## config.mk

```make
export PLATFORM = sky130hd
export DESIGN_NAME = h_alpha_stream_source_flat
export DESIGN_NICKNAME = d
export VERILOG_FILES = /design/src/rtl/h_alpha_stream_source_pkg.sv /design/src/rtl/h_alpha_stream_source_if.sv /design/src/rtl/h_alpha_stream_source_regbank.sv /design/src/rtl/h_alpha_stream_source.sv /design/src/flat_wrapper.sv
export SDC_FILE = /design/constraint.sdc
export NUM_CORES = 1
export LEC_CHECK = 0
export ABC_AREA = 1
export CAP_MARGIN = 0
export CORE_ASPECT_RATIO = 1.75
export CORE_MARGIN = 1.5
export CORE_UTILIZATION = 31
export CTS_CLUSTER_SIZE = 40
export DETAILED_ROUTE_END_ITERATION = 7
export GPL_TIMING_DRIVEN = 0
export SLEW_MARGIN = 5
export SYNTH_ARGS = -nofsm -noshare
export SYNTH_HDL_FRONTEND = slang
export SYNTH_SLANG_ARGS = --single-unit
```

## constraint.sdc

```tcl
create_clock -name clk -period 1.84 [get_ports clk]
set_input_delay 0.368 -clock clk [delete_from_list [all_inputs] [get_ports clk]]
set_output_delay 0.368 -clock clk [all_outputs]
set_load 0.03 [all_outputs]
```

## src/rtl/h_alpha_stream_source_pkg.sv

```systemverilog
// Shared types and sizing helpers for the H/alpha stream source.
// Latency: n/a (package only).
// Backpressure: n/a (package only).
package h_alpha_stream_pkg;

    localparam int DEF_J = 14;
    localparam int DEF_I = 7;
    localparam int DEF_A = 2;
    localparam int DEF_W = 8;

    typedef enum logic [1:0] {
        IDLE   = 2'd0,
        H_SEND = 2'd1,
        A_SEND = 2'd2,
        DONE   = 2'd3
    } state_t;

    // Index width that never collapses to zero bits for a single-entry store.
    function automatic int clog2_min1(input int n);
        return (n <= 1) ? 1 : $clog2(n);
    endfunction

    // Config address width: wide enough to address the larger of the two stores.
    function automatic int addr_w(input int i, input int a);
        return clog2_min1((i > a) ? i : a);
    endfunction

    // Row/column counter width, one bit wider than the index range.
    function automatic int cnt_w(input int n);
        return $clog2(n) + 1;
    endfunction

endpackage

```

## src/rtl/h_alpha_stream_source_if.sv

```systemverilog
// Bundle of config, control and both AXI-stream outputs of the H/alpha source.
// Latency: n/a (wiring only).
// Backpressure: master drives tvalid/data/tlast, slave drives tready.
interface h_alpha_stream_source_if #(
    parameter int J  = 14,
    parameter int W  = 8,
    parameter int AW = 3
);
    logic            cfg_we;
    logic            cfg_sel;
    logic [AW-1:0]   cfg_addr;
    logic [J*W-1:0]  cfg_wdata;
    logic            start;
    logic            busy;
    logic            done;
    logic [J-1:0]    H_row;
    logic            H_row_tvalid;
    logic            H_row_tready;
    logic            H_row_tlast;
    logic [J*W-1:0]  alpha_u_col;
    logic            alpha_u_col_tvalid;
    logic            alpha_u_col_tready;
    logic            alpha_u_col_tlast;

    modport master (
        input  cfg_we, cfg_sel, cfg_addr, cfg_wdata, start,
        input  H_row_tready, alpha_u_col_tready,
        output busy, done,
        output H_row, H_row_tvalid, H_row_tlast,
        output alpha_u_col, alpha_u_col_tvalid, alpha_u_col_tlast
    );

    modport slave (
        output cfg_we, cfg_sel, cfg_addr, cfg_wdata, start,
        output H_row_tready, alpha_u_col_tready,
        input  busy, done,
        input  H_row, H_row_tvalid, H_row_tlast,
        input  alpha_u_col, alpha_u_col_tvalid, alpha_u_col_tlast
    );
endinterface

```

## src/rtl/h_alpha_stream_source_regbank.sv

```systemverilog
// Register stores for I H rows and A alpha columns; one write port, two async read ports.
// Latency: writes visible the cycle after the write strobe; reads are combinational.
// Backpressure: none; write gating is the caller's job.
// Ports: we/sel/addr/wdata write port, h_idx/a_idx read addresses, h_rdata/a_rdata read data.
module h_alpha_regbank #(
    parameter int J   = 14,
    parameter int I   = 7,
    parameter int A   = 2,
    parameter int W   = 8,
    parameter int AW  = 3,
    parameter int HCW = 4,
    parameter int ACW = 2
) (
    input  logic            clk,
    input  logic            rst_n,
    input  logic            we,
    input  logic            sel,
    input  logic [AW-1:0]   addr,
    input  logic [J*W-1:0]  wdata,
    input  logic [HCW-1:0]  h_idx,
    input  logic [ACW-1:0]  a_idx,
    output logic [J-1:0]    h_rdata,
    output logic [J*W-1:0]  a_rdata
);
    logic [J-1:0]   h_mem [I];
    logic [J*W-1:0] a_mem [A];

    // Addresses at or beyond the store depth never match an entry, so such writes drop out.
    always_ff @(posedge clk or negedge rst_n) begin
        if (!rst_n) begin
            for (int k = 0; k < I; k++) h_mem[k] <= '0;
            for (int k = 0; k < A; k++) a_mem[k] <= '0;
        end else if (we) begin
            for (int k = 0; k < I; k++)
                if (!sel && addr == AW'(k)) h_mem[k] <= wdata[J-1:0];
            for (int k = 0; k < A; k++)
                if (sel && addr == AW'(k)) a_mem[k] <= wdata;
        end
    end

    always_comb begin
        h_rdata = '0;
        for (int k = 0; k < I; k++)
            if (h_idx == HCW'(k)) h_rdata = h_mem[k];
    end

    always_comb begin
        a_rdata = '0;
        for (int k = 0; k < A; k++)
            if (a_idx == ACW'(k)) a_rdata = a_mem[k];
    end
endmodule

```

## src/rtl/h_alpha_stream_source.sv

```systemverilog
// Streams I stored H rows then A stored alpha columns per start pulse, then pulses done.
// Latency: first H beat valid the cycle after start; no bubble between H and alpha streams.
// Backpressure: per-stream valid/ready; data and tlast hold while tvalid && !tready.
// Ports: clk, rst_n (async, active-low), bus (config, start/busy/done, H and alpha streams).
module h_alpha_stream_source
    import h_alpha_stream_pkg::*;
#(
    parameter int J = DEF_J,
    parameter int I = DEF_I,
    parameter int A = DEF_A,
    parameter int W = DEF_W
) (
    input  logic                     clk,
    input  logic                     rst_n,
    h_alpha_stream_source_if.master  bus
);
    localparam int AW  = addr_w(I, A);
    localparam int HCW = cnt_w(I);
    localparam int ACW = cnt_w(A);
    localparam logic [HCW-1:0] H_LAST = HCW'(I - 1);
    localparam logic [ACW-1:0] A_LAST = ACW'(A - 1);

    state_t          state_q, state_d;
    logic [HCW-1:0]  h_cnt_q, h_cnt_d;
    logic [ACW-1:0]  a_cnt_q, a_cnt_d;
    logic [J-1:0]    h_row_q, h_row_d;
    logic            h_vld_q, h_vld_d, h_last_q, h_last_d;
    logic [J*W-1:0]  a_col_q, a_col_d;
    logic            a_vld_q, a_vld_d, a_last_q, a_last_d;
    logic            busy_q, busy_d, done_q, done_d;

    logic            cfg_wr, h_hs, a_hs;
    logic [HCW-1:0]  h_rd_idx;
    logic [ACW-1:0]  a_rd_idx;
    logic [J-1:0]    h_rdata, h_first;
    logic [J*W-1:0]  a_rdata;

    assign cfg_wr = bus.cfg_we && (state_q == IDLE);
    assign h_hs   = h_vld_q && bus.H_row_tready;
    assign a_hs   = a_vld_q && bus.alpha_u_col_tready;

    // Read ports always look one entry ahead of what is currently on the bus.
    assign h_rd_idx = (state_q == IDLE)   ? '0 : h_cnt_q + 1'b1;
    assign a_rd_idx = (state_q == A_SEND) ? a_cnt_q + 1'b1 : '0;

    // A row-0 write coinciding with start must reach the first beat, so bypass the store.
    assign h_first = (cfg_wr && !bus.cfg_sel && bus.cfg_addr == '0) ? bus.cfg_wdata[J-1:0] : h_rdata;

    h_alpha_regbank #(
        .J(J), .I(I), .A(A), .W(W), .AW(AW), .HCW(HCW), .ACW(ACW)
    ) u_regbank (
        .clk     (clk),
        .rst_n   (rst_n),
        .we      (cfg_wr),
        .sel     (bus.cfg_sel),
        .addr    (bus.cfg_addr),
        .wdata   (bus.cfg_wdata),
        .h_idx   (h_rd_idx),
        .a_idx   (a_rd_idx),
        .h_rdata (h_rdata),
        .a_rdata (a_rdata)
    );

    always_ff @(posedge clk or negedge rst_n) begin
        if (!rst_n) state_q <= IDLE;
        else        state_q <= state_d;
    end

    always_comb begin
        state_d = state_q;
        unique case (state_q)
            IDLE:    if (bus.start) state_d = H_SEND;
            H_SEND:  if (h_hs && h_cnt_q == H_LAST) state_d = A_SEND;
            A_SEND:  if (a_hs && a_cnt_q == A_LAST) state_d = DONE;
            DONE:    state_d = IDLE;
            default: state_d = IDLE;
        endcase
    end

    always_comb begin
        h_row_d  = h_row_q;
        h_vld_d  = h_vld_q;
        h_last_d = h_last_q;
        a_col_d  = a_col_q;
        a_vld_d  = a_vld_q;
        a_last_d = a_last_q;
        busy_d   = busy_q;
        done_d   = 1'b0;
        h_cnt_d  = h_cnt_q;
        a_cnt_d  = a_cnt_q;
        unique case (state_q)
            IDLE: begin
                h_cnt_d = '0;
                a_cnt_d = '0;
                if (bus.start) begin
                    h_row_d  = h_first;
                    h_vld_d  = 1'b1;
                    h_last_d = (I == 1);
                    busy_d   = 1'b1;
                end
            end
            H_SEND: begin
                if (h_hs) begin
                    if (h_cnt_q == H_LAST) begin
                        h_vld_d  = 1'b0;
                        h_last_d = 1'b0;
                        a_col_d  = a_rdata;
                        a_vld_d  = 1'b1;
                        a_last_d = (A == 1);
                        a_cnt_d  = '0;
                    end else begin
                        h_cnt_d  = h_cnt_q + 1'b1;
                        h_row_d  = h_rdata;
                        h_last_d = (h_cnt_q + 1'b1 == H_LAST);
                    end
                end
            end
            A_SEND: begin
                if (a_hs) begin
                    if (a_cnt_q == A_LAST) begin
                        a_vld_d  = 1'b0;
                        a_last_d = 1'b0;
                        busy_d   = 1'b0;
                        done_d   = 1'b1;
                    end else begin
                        a_cnt_d  = a_cnt_q + 1'b1;
                        a_col_d  = a_rdata;
                        a_last_d = (a_cnt_q + 1'b1 == A_LAST);
                    end
                end
            end
            DONE: begin
                h_cnt_d = '0;
                a_cnt_d = '0;
                busy_d  = 1'b0;
            end
            default: ;
        endcase
    end

    always_ff @(posedge clk or negedge rst_n) begin
        if (!rst_n) begin
            h_cnt_q  <= '0;
            a_cnt_q  <= '0;
            h_row_q  <= '0;
            h_vld_q  <= 1'b0;
            h_last_q <= 1'b0;
            a_col_q  <= '0;
            a_vld_q  <= 1'b0;
            a_last_q <= 1'b0;
            busy_q   <= 1'b0;
            done_q   <= 1'b0;
        end else begin
            h_cnt_q  <= h_cnt_d;
            a_cnt_q  <= a_cnt_d;
            h_row_q  <= h_row_d;
            h_vld_q  <= h_vld_d;
            h_last_q <= h_last_d;
            a_col_q  <= a_col_d;
            a_vld_q  <= a_vld_d;
            a_last_q <= a_last_d;
            busy_q   <= busy_d;
            done_q   <= done_d;
        end
    end

    assign bus.H_row              = h_row_q;
    assign bus.H_row_tvalid       = h_vld_q;
    assign bus.H_row_tlast        = h_last_q;
    assign bus.alpha_u_col        = a_col_q;
    assign bus.alpha_u_col_tvalid = a_vld_q;
    assign bus.alpha_u_col_tlast  = a_last_q;
    assign bus.busy               = busy_q;
    assign bus.done               = done_q;
endmodule

```

## src/flat_wrapper.sv

```systemverilog
// flat-port wrapper written by rule: the top's interface ports become plain ports
module h_alpha_stream_source_flat import h_alpha_stream_pkg::*;
#(
    parameter int J = DEF_J,
    parameter int I = DEF_I,
    parameter int A = DEF_A,
    parameter int W = DEF_W
)
  (clk, rst_n, bus_cfg_we, bus_cfg_sel, bus_cfg_addr, bus_cfg_wdata, bus_start, bus_H_row_tready, bus_alpha_u_col_tready, bus_busy, bus_done, bus_H_row, bus_H_row_tvalid, bus_H_row_tlast, bus_alpha_u_col, bus_alpha_u_col_tvalid, bus_alpha_u_col_tlast);
  h_alpha_stream_source_if #(.J(J), .W(W), .AW(3)) bus_i ();
  input  logic clk;
  input  logic rst_n;
  input wire logic [$bits(bus_i.cfg_we)-1:0] bus_cfg_we;
  input wire logic [$bits(bus_i.cfg_sel)-1:0] bus_cfg_sel;
  input wire logic [$bits(bus_i.cfg_addr)-1:0] bus_cfg_addr;
  input wire logic [$bits(bus_i.cfg_wdata)-1:0] bus_cfg_wdata;
  input wire logic [$bits(bus_i.start)-1:0] bus_start;
  input wire logic [$bits(bus_i.H_row_tready)-1:0] bus_H_row_tready;
  input wire logic [$bits(bus_i.alpha_u_col_tready)-1:0] bus_alpha_u_col_tready;
  output wire logic [$bits(bus_i.busy)-1:0] bus_busy;
  output wire logic [$bits(bus_i.done)-1:0] bus_done;
  output wire logic [$bits(bus_i.H_row)-1:0] bus_H_row;
  output wire logic [$bits(bus_i.H_row_tvalid)-1:0] bus_H_row_tvalid;
  output wire logic [$bits(bus_i.H_row_tlast)-1:0] bus_H_row_tlast;
  output wire logic [$bits(bus_i.alpha_u_col)-1:0] bus_alpha_u_col;
  output wire logic [$bits(bus_i.alpha_u_col_tvalid)-1:0] bus_alpha_u_col_tvalid;
  output wire logic [$bits(bus_i.alpha_u_col_tlast)-1:0] bus_alpha_u_col_tlast;
  assign bus_i.cfg_we = bus_cfg_we;
  assign bus_i.cfg_sel = bus_cfg_sel;
  assign bus_i.cfg_addr = bus_cfg_addr;
  assign bus_i.cfg_wdata = bus_cfg_wdata;
  assign bus_i.start = bus_start;
  assign bus_i.H_row_tready = bus_H_row_tready;
  assign bus_i.alpha_u_col_tready = bus_alpha_u_col_tready;
  assign bus_busy = bus_i.busy;
  assign bus_done = bus_i.done;
  assign bus_H_row = bus_i.H_row;
  assign bus_H_row_tvalid = bus_i.H_row_tvalid;
  assign bus_H_row_tlast = bus_i.H_row_tlast;
  assign bus_alpha_u_col = bus_i.alpha_u_col;
  assign bus_alpha_u_col_tvalid = bus_i.alpha_u_col_tvalid;
  assign bus_alpha_u_col_tlast = bus_i.alpha_u_col_tlast;
  h_alpha_stream_source #(.J(J), .I(I), .A(A), .W(W)) u_core (.clk(clk), .rst_n(rst_n), .bus(bus_i));
endmodule
```

-- Yosys cells after proc, flatten, opt, wreduce, memory -nomap -nowiden
Index checks and enable logic that the tools add are counted.
- add/subtract/negate cells: 2
- equal/unequal tests: 29
- multiplexer cells: 53
- reductions and logical operators: 45
- operators with widths (cell ; number):
    $mux W112 ; 6
    $pmux W112 S2 ; 1
    $mux W14 ; 11
    $pmux W14 S2 ; 1
    $eq A4 B3 Y1 const B ; 5
    $reduce_and A4 Y1 ; 5
    $reduce_and A2 Y1 ; 9
    $logic_and A1 B1 Y1 ; 16
    $mux W2 ; 8
    $mux W1 ; 15
    $mux W4 ; 3
    $ne A2 B2 Y1 const B ; 5
    $reduce_and A5 Y1 ; 2
    $eq A3 B3 Y1 const B ; 3
    $reduce_and A3 Y1 ; 3
    $eq A2 B1 Y1 const B ; 4
    $eq A4 B2 Y1 const B ; 2
    $ne A2 B1 Y1 const B ; 4
    $pmux W1 S2 ; 4
    $pmux W2 S4 ; 1
    $pmux W4 S2 ; 1
    $eq A3 B2 Y1 const B ; 2
    $pmux W2 S3 ; 1
    $reduce_bool A2 Y1 ; 3
    12 further kinds ; 14
- bits in registers: 462
- input port bits: 122
- logic and storage cells: 149

-- Logic depth before layout (Yosys ltp)
Gate-level depths: netlist (run 1).
- depth after elaboration: 13
- depth in mapped cells: 12
- mapped depth without buffers: 11

-- Modules after synthesis
From an unflattened synthesis (run 1), not the netlist that was laid out.
- cell total of the unflattened synthesis: 2455
- area total of the unflattened synthesis: 20460.9 um^2
- by module, submodules not included (module ; times used ; cells an instance ; area an instance (um^2)):
    h_alpha_regbank ; 1 ; 1717 ; 14361.3
    h_alpha_stream_source ; 1 ; 738 ; 6099.6

-- Worst setup path after synthesis (run 1)
Ideal clock, no wire load.
- path type: reg2reg
- start: register u_core.h_cnt_q[0]
- end: register u_core.h_row_q[10], in the netlist u_core.bus.H_row[10]
- data arrival time: 1.806 ns
- setup slack: -0.044 ns
- stages on the path, launching flop included: 11
- cell sequence: dfrtp_1 inv_2 ha_1 nor3_2 inv_2 nor2_4 buf_4 a21oi_1 nand3_1 nand2_1 a21oi_1
- cells in the longest elaborated chain, start to end: 13
- ends and longest elaborated chain (what ; line ; source):
    from (decl) ; h_alpha_stream_source.sv:24 ; logic [HCW-1:0] h_cnt_q, h_cnt_d;
    from (signal assigned) ; h_alpha_stream_source.sv:154 ; h_cnt_q <= h_cnt_d;
    $add A4 B1 Y4 ; h_alpha_stream_source.sv:43 ; assign h_rd_idx = (state_q == IDLE) ? '0 : h_cnt_q + 1'b1;
    $mux W4 ; h_alpha_stream_source.sv:43 ;
    $logic_not A4 Y1 ; h_alpha_stream_source_regbank.sv:44 ; if (h_idx == HCW'(k)) h_rdata = h_mem[k];
    $mux W14 (7 in a row) ; h_alpha_stream_source_regbank.sv:44 ;
    $mux W14, on equally long branches ; h_alpha_stream_source.sv:104, h_alpha_stream_source.sv:47 ;
    $mux W14, on equally long branches ; h_alpha_stream_source.sv:103, h_alpha_stream_source.sv:95 ;
    $pmux W14 S2 ; h_alpha_stream_source.sv:91 ; unique case (state_q)
    to (signal assigned) ; h_alpha_stream_source.sv:156 ; h_row_q <= h_row_d;
    to (decl) ; h_alpha_stream_source.sv:26 ; logic [J-1:0] h_row_q, h_row_d;
Parallel ways exist; a longest one is shown, timed or not. The select of a mux whose other input is x is not followed.
A chain may end at the register's enable or synchronous reset.

-- Worst setup path after layout (run 1)
- start: register u_core.state_q[1]
- end: register u_core.h_row_q[8], in the netlist u_core.bus.H_row[8]
- cells in the longest elaborated chain, start to end: 13
- ends and longest elaborated chain (what ; line ; source):
    from (decl) ; h_alpha_stream_source.sv:23 ; state_t state_q, state_d;
    from (signal assigned) ; h_alpha_stream_source.sv:66 ; else state_q <= state_d;
    $logic_not A2 Y1 ; h_alpha_stream_source.sv:38, h_alpha_stream_source.sv:43, h_alpha_stream_source.sv:91 ;
    $mux W4 ; h_alpha_stream_source.sv:43 ;
    $logic_not A4 Y1 ; h_alpha_stream_source_regbank.sv:44 ;
    $mux W14 (7 in a row) ; h_alpha_stream_source_regbank.sv:44 ;
    $mux W14, on equally long branches ; h_alpha_stream_source.sv:104, h_alpha_stream_source.sv:47 ;
    $mux W14, on equally long branches ; h_alpha_stream_source.sv:103, h_alpha_stream_source.sv:95 ;
    $pmux W14 S2 ; h_alpha_stream_source.sv:91 ;
Parallel ways exist; a longest one is shown, timed or not. The select of a mux whose other input is x is not followed.

==> impl_metrics.ini, run 1 <==
[outcome]
outcome = finished with violations
violations = hold timing, setup timing

[global_routing]
antenna_found_initial = 1
grtUsageTotal = 0.228
grt_pass1_vias = 19409
grt_pass1_wl_um = 117000
grt_max_degree = 119
gr-total-overflow = 0

[setup_path]
worst-path-buf-inv = 4
critPathMaxStageDelay_ns = 0.43
cpMaxStageDelayCell = dfrtp_2
end_kind = flop
cp_max_fo = 6
path_class = flop to flop
crit_arrival_ns = 2.57
cp_cell_sequence = inv_4 > ha_4 > buf_4 > nor3_4 > inv_2 > nor2_4 > buf_6 > a21oi_1 > nand3_1 > nand2_2 > a21oi_2
start_kind = flop
crit_required_ns = 2.35
crit_family = simple AND/OR/NAND/NOR gates

[sta]
setup_viol = 443
timing.final.crit_share = 1.12
drv_slew = 0
hold_ws_ns = -0.173
tns_ns = -45.04
rsz0062_at_grt = yes
max_slew_margin = 0.564
period_needed_ns = 2.05
setup_ws_ns = -0.214
hold_violations = 116
fmax_mhz = 487
worst_clock_skew_ns = 0.0142
tightest_slew_ns = 0.654

[die]
dieArea_mm2 = 0.0663
num_rows = 123
start_util = 0.312
fp.dieH_um = 339
io_pins = 254
core-area_mm2 = 0.0642
die_w_um = 195

[power]
pwr-share-seq = 0.320
power_leakage_nw = 14.7
clkPwrFrac = 0.170
switching_share = 0.419
p_sw_w = 0.0256
internal_power_w = 0.0354
p_per_area_mw_per_mm2 = 1830
finalPower_w = 0.0610
ir_drop_v = 0.00108
combPwrFrac = 0.510

[logic_synthesis]
yosysSeqAreaShare = 0.577
synthMuxAreaShare = 0
synth_simple_gate_area_frac = 0.168
synth_cell_type_count = 29
syn-mean-instance-area_um2 = 9.03
synthArstFlopShare = 1.00
synth_edf_count = 0
ys_warn_count = 0
syn_area_mm2 = 0.0200
synthXorXnorAreaFrac = 0
yosys_most_used_dff = dfrtp_1
synth_top_family_by_area = compound AO/OA/AOI/OAI gates
synth_fa_ha_area_frac = 0.00562
synth_compound_area_frac = 0.177
syn_nets = 2352
postSynthCellCount = 2221
synth-seq-cells = 462

[clock_network]
cts-htree-levels = 2
cts_tree = yes
clk_path_buf_depth = 3
clkTransAtPathRegs_ns = 0.07
cts_buffers = 46
cts_root_buf = clkbuf_16
clk_latency_ns = 0.59
clock_sinks = 462

[drt]
drt_iter0_markers = 1366
wl_per_cell_um = 23.4
drtPass1Iterations = 6
finalWirelength_um = 82700
detail-route-antenna-nets = 0
vias = 19788
drc_errors = 0
viasPerCell = 5.60

[finish]
fillers = 5384
area_delta_synth_final_pct = 66.5
nets = 2816
drive_gt1_frac = 0.424

[flow_run]
cap_violations = 0

[min_path]
hold_class = primary input to asynchronous set/reset pin

[placed_design]
gp_congestion = 0.915
dpl.hpwl_um = 49300
port_buffers = 251
[cells in the mapped netlist, types with 8 or more instances]
master | number | area [µm²]
buf_1 | 15 | 56.3
nor2_1 | 54 | 203
o31ai_1 | 10 | 75.1
dfrtp_1 | 462 | 11600
inv_2 | 13 | 48.8
nand3_1 | 260 | 1300
inv_1 | 170 | 638
clkbuf_1 | 120 | 450
ha_1 | 9 | 113
a21oi_1 | 154 | 771
buf_4 | 8 | 60.1
nand2_1 | 392 | 1470
o21ai_0 | 283 | 1420
o21ai_1 | 52 | 260
nand4_1 | 45 | 282
a41oi_1 | 112 | 981
buf_2 | 40 | 200
[through the flow]
stage / instance area [µm²] / worst slack, ns / utilization / cells
after floorplan: 20100 / 0.00801 / - / 2221
after global placement: 23600 / -19.46 / 0.368 / 3284
after detailed placement: 23700 / -1.40 / 0.370 / 3288
after CTS: 29700 / -0.253 / 0.463 / 3482
after global routing: 33400 / -0.294 / 0.520 / 3535
final: 33400 / -0.214 / 0.520 / 3535
[routing by layer]
layer  GRT usage  vias to the layer above  share of wire
li1            -                     8614              -
met3      0.0358                      277          0.059
met1       0.256                     9934           0.35
met4       0.125                        0          0.069
met2       0.409                      963           0.52
met5           0                        -              0
[cells in the final DEF, fill, tap and decap left out, drive strengths merged]
cell type	n
dlymetal6s2s	36
a21oi	154
clkinvlp	6
clkdlybuf4s50	118
dlygate4sd2	80
nand2	395
nand3	261
a32o	1
o21ai	335
clkdlybuf4s15	2
dfrtp	462
o211ai	1
o31ai	10
nor2	62
inv	186
clkinv	9
buf	232
ha	9
bufinv	5
diode	1
nor3	3
nor3b	1
clkbuf	192
o22ai	3
a41oi	112
or2	2
nand4	45
[sequential cells by signal, indices dropped and copies added, names as in the netlist]
name                           cells
u_core.bus.H_row                  14
u_core.bus.alpha_u_col_tvalid      1
u_core.bus.alpha_u_col           112
u_core.bus.busy                    1
u_core.u_regbank.a_mem           224
u_core.state_q                     2
u_core.h_cnt_q                     4
u_core.bus.H_row_tvalid            1
u_core.bus.alpha_u_col_tlast       1
u_core.bus.done                    1
u_core.a_cnt_q                     2
u_core.bus.H_row_tlast             1
u_core.u_regbank.h_mem            98
[cells by family (layout without fill, tap and decap cells)]
group / after synthesis / count (layout)
AND/OR/NAND/NOR: 767 / 769
buffers and inverters: 367 / 866
other: 0 / 1
adder cells (fa/ha/maj): 9 / 9
flip-flops: 462 / 462
AO/OA/AOI/OAI: 616 / 616
[power by group through the flow]
stage	combinational, W	clock [W]	sequential, W
global route	0.0329	0.0109	0.0199
global placement	0.0194	0	0.0182
CTS	0.0256	0.0105	0.0184
floorplan	0.00985	0	0.0202
detailed placement	0.0198	0	0.0183
finish	0.0311	0.0104	0.0195
[path summary, 6_finish.rpt]
kind / from / to / slack, ns / cells after the start
setup / recovery: u_core.state_q[1] / u_core.bus.H_row[8] / -0.21 / 11
hold / removal: rst_n / u_core.u_regbank.a_mem[78] / -0.17 / 2
setup reg to reg: u_core.state_q[1] / u_core.bus.H_row[8] / -0.21 / 11
hold reg to reg: u_core.u_regbank.a_mem[55] / u_core.u_regbank.a_mem[55] / 0.49 / 2
max in group asynchronous: rst_n / u_core.h_cnt_q[1] / 0.38 / 4
min in group clk: bus_cfg_wdata[69] / u_core.u_regbank.a_mem[69] / 0.37 / 3
[layout make-up]
type / count / area, µm² / area share
diodes: 1 / 2.50 / 0.0000750
plain buffers: 180 / 2320 / 0.0696
clock buffers: 63 / 1390 / 0.0416
clock inverters: 22 / 279 / 0.00836
inverters: 184 / 711 / 0.0213
multi-input cells: 1394 / 10900 / 0.326
flip-flops and latches: 462 / 11600 / 0.346
well taps: 812 / 1020 / 0.0304
repair buffers: 417 / 5220 / 0.156
[repair_timing]
action / in CTS / in global routing
resized for setup: 1006 / 959
gates cloned: 52 / 24
buffers inserted: 57 / 47
pin swaps: 16 / 35
endpoints found under the hold margin: 116 / 116
endpoints found under the setup margin: 589 / 505
No activity file was read; power rests on OpenSTA's default activity.
==> run 2: changes to the inputs <==
--- a/config.mk
+++ b/config.mk
@@ -10,9 +10,11 @@
 export CORE_ASPECT_RATIO = 1.75
 export CORE_MARGIN = 1.5
 export CORE_UTILIZATION = 31
+export CTS_CLUSTER_DIAMETER = 30
 export CTS_CLUSTER_SIZE = 40
 export DETAILED_ROUTE_END_ITERATION = 7
 export GPL_TIMING_DRIVEN = 0
+export HOLD_SLACK_MARGIN = 0.12
 export SLEW_MARGIN = 5
 export SYNTH_ARGS = -nofsm -noshare
 export SYNTH_HDL_FRONTEND = slang
==> impl_metrics.ini, run 2 (synthesized netlist as in run 1, its figures left out) <==
[outcome]
outcome = finished with violations
violations = hold timing, setup timing

[power]
clkPwrFrac = 0.255
ir_drop_v = 0.00120
p_sw_w = 0.0237
switching_share = 0.400
finalPower_w = 0.0593
internal_power_w = 0.0356
p_per_area_mw_per_mm2 = 1900
pwr-share-seq = 0.316
power_leakage_nw = 14.1
combPwrFrac = 0.429

[finish]
area_delta_synth_final_pct = 55.3
final_area_mm2 = 0.0311
finalCoreUtilization = 0.485
final_common_cell = dfrtp_1
drive_gt1_frac = 0.289
layout_common_cells = dfrtp_1 (459), nand3_1 (250), nand2_1 (227), inv_1 (165), o21ai_0 (144)
nets = 2817
fillers = 5782
largest_reg_flops = 224
largest-register = u_core.u_regbank.a_mem

[global_routing]
grtUsageMet2 = 0.405
grtUsageTotal = 0.227
use_met3 = 0.0405
busiest_layer = met2
antenna_found_initial = 1
gr-usage-met1 = 0.251
gr-total-overflow = 0
grt_pass1_vias = 19653
grt_max_degree = 119
grt_pass1_wl_um = 116000

[placed_design]
gp_congestion = 0.915
dpl.hpwl_um = 49300
postPlaceCellArea_mm2 = 0.0237
dp_slack_ns = -1.40
port_buffers = 251

[clock_network]
clkTransAtPathRegs_ns = 0.06
cts_buffers = 81
cts-htree-levels = 3
clk_latency_ns = 0.63
clock_sinks = 462
clk_path_buf_depth = 3
cts_tree = yes
cts_root_buf = clkbuf_16

[drt]
viasPerCell = 5.39
vias = 19209
wl_per_cell_um = 21.7
detail-route-antenna-nets = 0
drtPass1Iterations = 5
finalWirelength_um = 77500
drt_iter0_markers = 1490
drc_errors = 0

[sta]
tightest_slew_ns = 0.673
max_slew_margin = 0.552
setup_ws_ns = -0.264
setup_viol = 467
hold_violations = 116
timing.final.crit_share = 1.14
hold_ws_ns = -0.213
period_needed_ns = 2.10
rsz0062_at_grt = yes
worst_clock_skew_ns = 0.0312
fmax_mhz = 475
drv_slew = 0

[die]
fp.dieH_um = 339
num_rows = 123
start_util = 0.312
dieArea_mm2 = 0.0663
core-area_mm2 = 0.0642
io_pins = 254
die_w_um = 195

[setup_path]
path_class = flop to flop
crit_arrival_ns = 2.66
critPathMaxStageDelay_ns = 0.46
cp_common_cell = nand3_1
cp_max_fo = 6
cp_cell_sequence = inv_4 > ha_4 > clkinvlp_4 > o21ai_4 > buf_4 > nand4_1 > nand3_1 > nor2_1 > nand3_1 > nand2_1 > a21oi_1
crit_required_ns = 2.40
end_kind = flop
crit_family = simple AND/OR/NAND/NOR gates
worst-path-buf-inv = 3
cpMaxStageDelayCell = dfrtp_2
start_kind = flop

[min_path]
hold_class = primary input to asynchronous set/reset pin

[flow_run]
cap_violations = 0
[run 2: worst reg2reg max path, delay by kind of cell (launching register included)]
kind / cells / cell delay, ns
AO/OA/AOI/OAI: 2 / 0.46
adder cells (fa/ha/maj): 1 / 0.29
buffers and inverters: 3 / 0.38
flip-flops: 1 / 0.46
AND/OR/NAND/NOR: 5 / 0.48
[run 2: path summary, 6_finish.rpt]
check / slack (ns) / startpoint / end / cells past startpoint
worst max-delay path: -0.26 / u_core.h_cnt_q[0] / u_core.bus.H_row[1] / 11
worst min-delay path: -0.21 / rst_n / u_core.u_regbank.a_mem[78] / 2
worst max register to register: -0.26 / u_core.h_cnt_q[0] / u_core.bus.H_row[1] / 11
worst min register to register: 0.48 / u_core.u_regbank.a_mem[104] / u_core.u_regbank.a_mem[104] / 2
max in group asynchronous: 0.39 / rst_n / u_core.h_cnt_q[1] / 4
min in group clk: 0.32 / bus_cfg_wdata[25] / u_core.u_regbank.a_mem[137] / 3
[run 2: repair_timing]
action	4_1_cts	5_1_grt
resized for setup	816	350
setup endpoints to repair	588	512
endpoints found under the hold margin	116	116
gates cloned	42	15
pin swaps	14	23
buffers inserted	54	28
[run 2: final cells by class]
| class | count | area [µm²] | share of cell area |
|---|---|---|---|
| antenna | 1 | 2.50 | 0.0000804 |
| tap | 812 | 1020 | 0.0326 |
| multi-input combinational | 1393 | 8450 | 0.272 |
| sequential | 462 | 11600 | 0.372 |
| clock buffer | 92 | 2170 | 0.0697 |
| clock inverter | 57 | 587 | 0.0189 |
| buffer | 181 | 2130 | 0.0684 |
| timing repair buffer | 383 | 4500 | 0.145 |
| inverter | 184 | 707 | 0.0227 |
[run 2: through the flow]
| step | setup TNS (ns) | std cells |
|---|---|---|
| 2_1_floorplan | 0 | 2221 |
| 3_3_place_gp | -9374.64 | 3284 |
| 3_5_place_dp | -455.63 | 3288 |
| 4_1_cts | -56.64 | 3531 |
| 5_1_grt | -101.24 | 3565 |
| 6_report | -62.38 | 3565 |
[run 2: power groups by stage]
stage	Clock (W)	Sequential, W	Combinational [W]
2_1_floorplan	0	0.0202	0.00985
3_3_place_gp	0	0.0182	0.0194
3_5_place_dp	0	0.0183	0.0198
4_1_cts	0.0153	0.0184	0.0229
5_1_grt	0.0158	0.0192	0.0273
6_report	0.0151	0.0187	0.0254
[run 2: routing by layer]
metal / wire length (µm) / vias up
met2: 40300 / 876
li1: - / 8644
met5: 0 / -
met4: 4810 / 0
met3: 4700 / 228
met1: 27700 / 9461
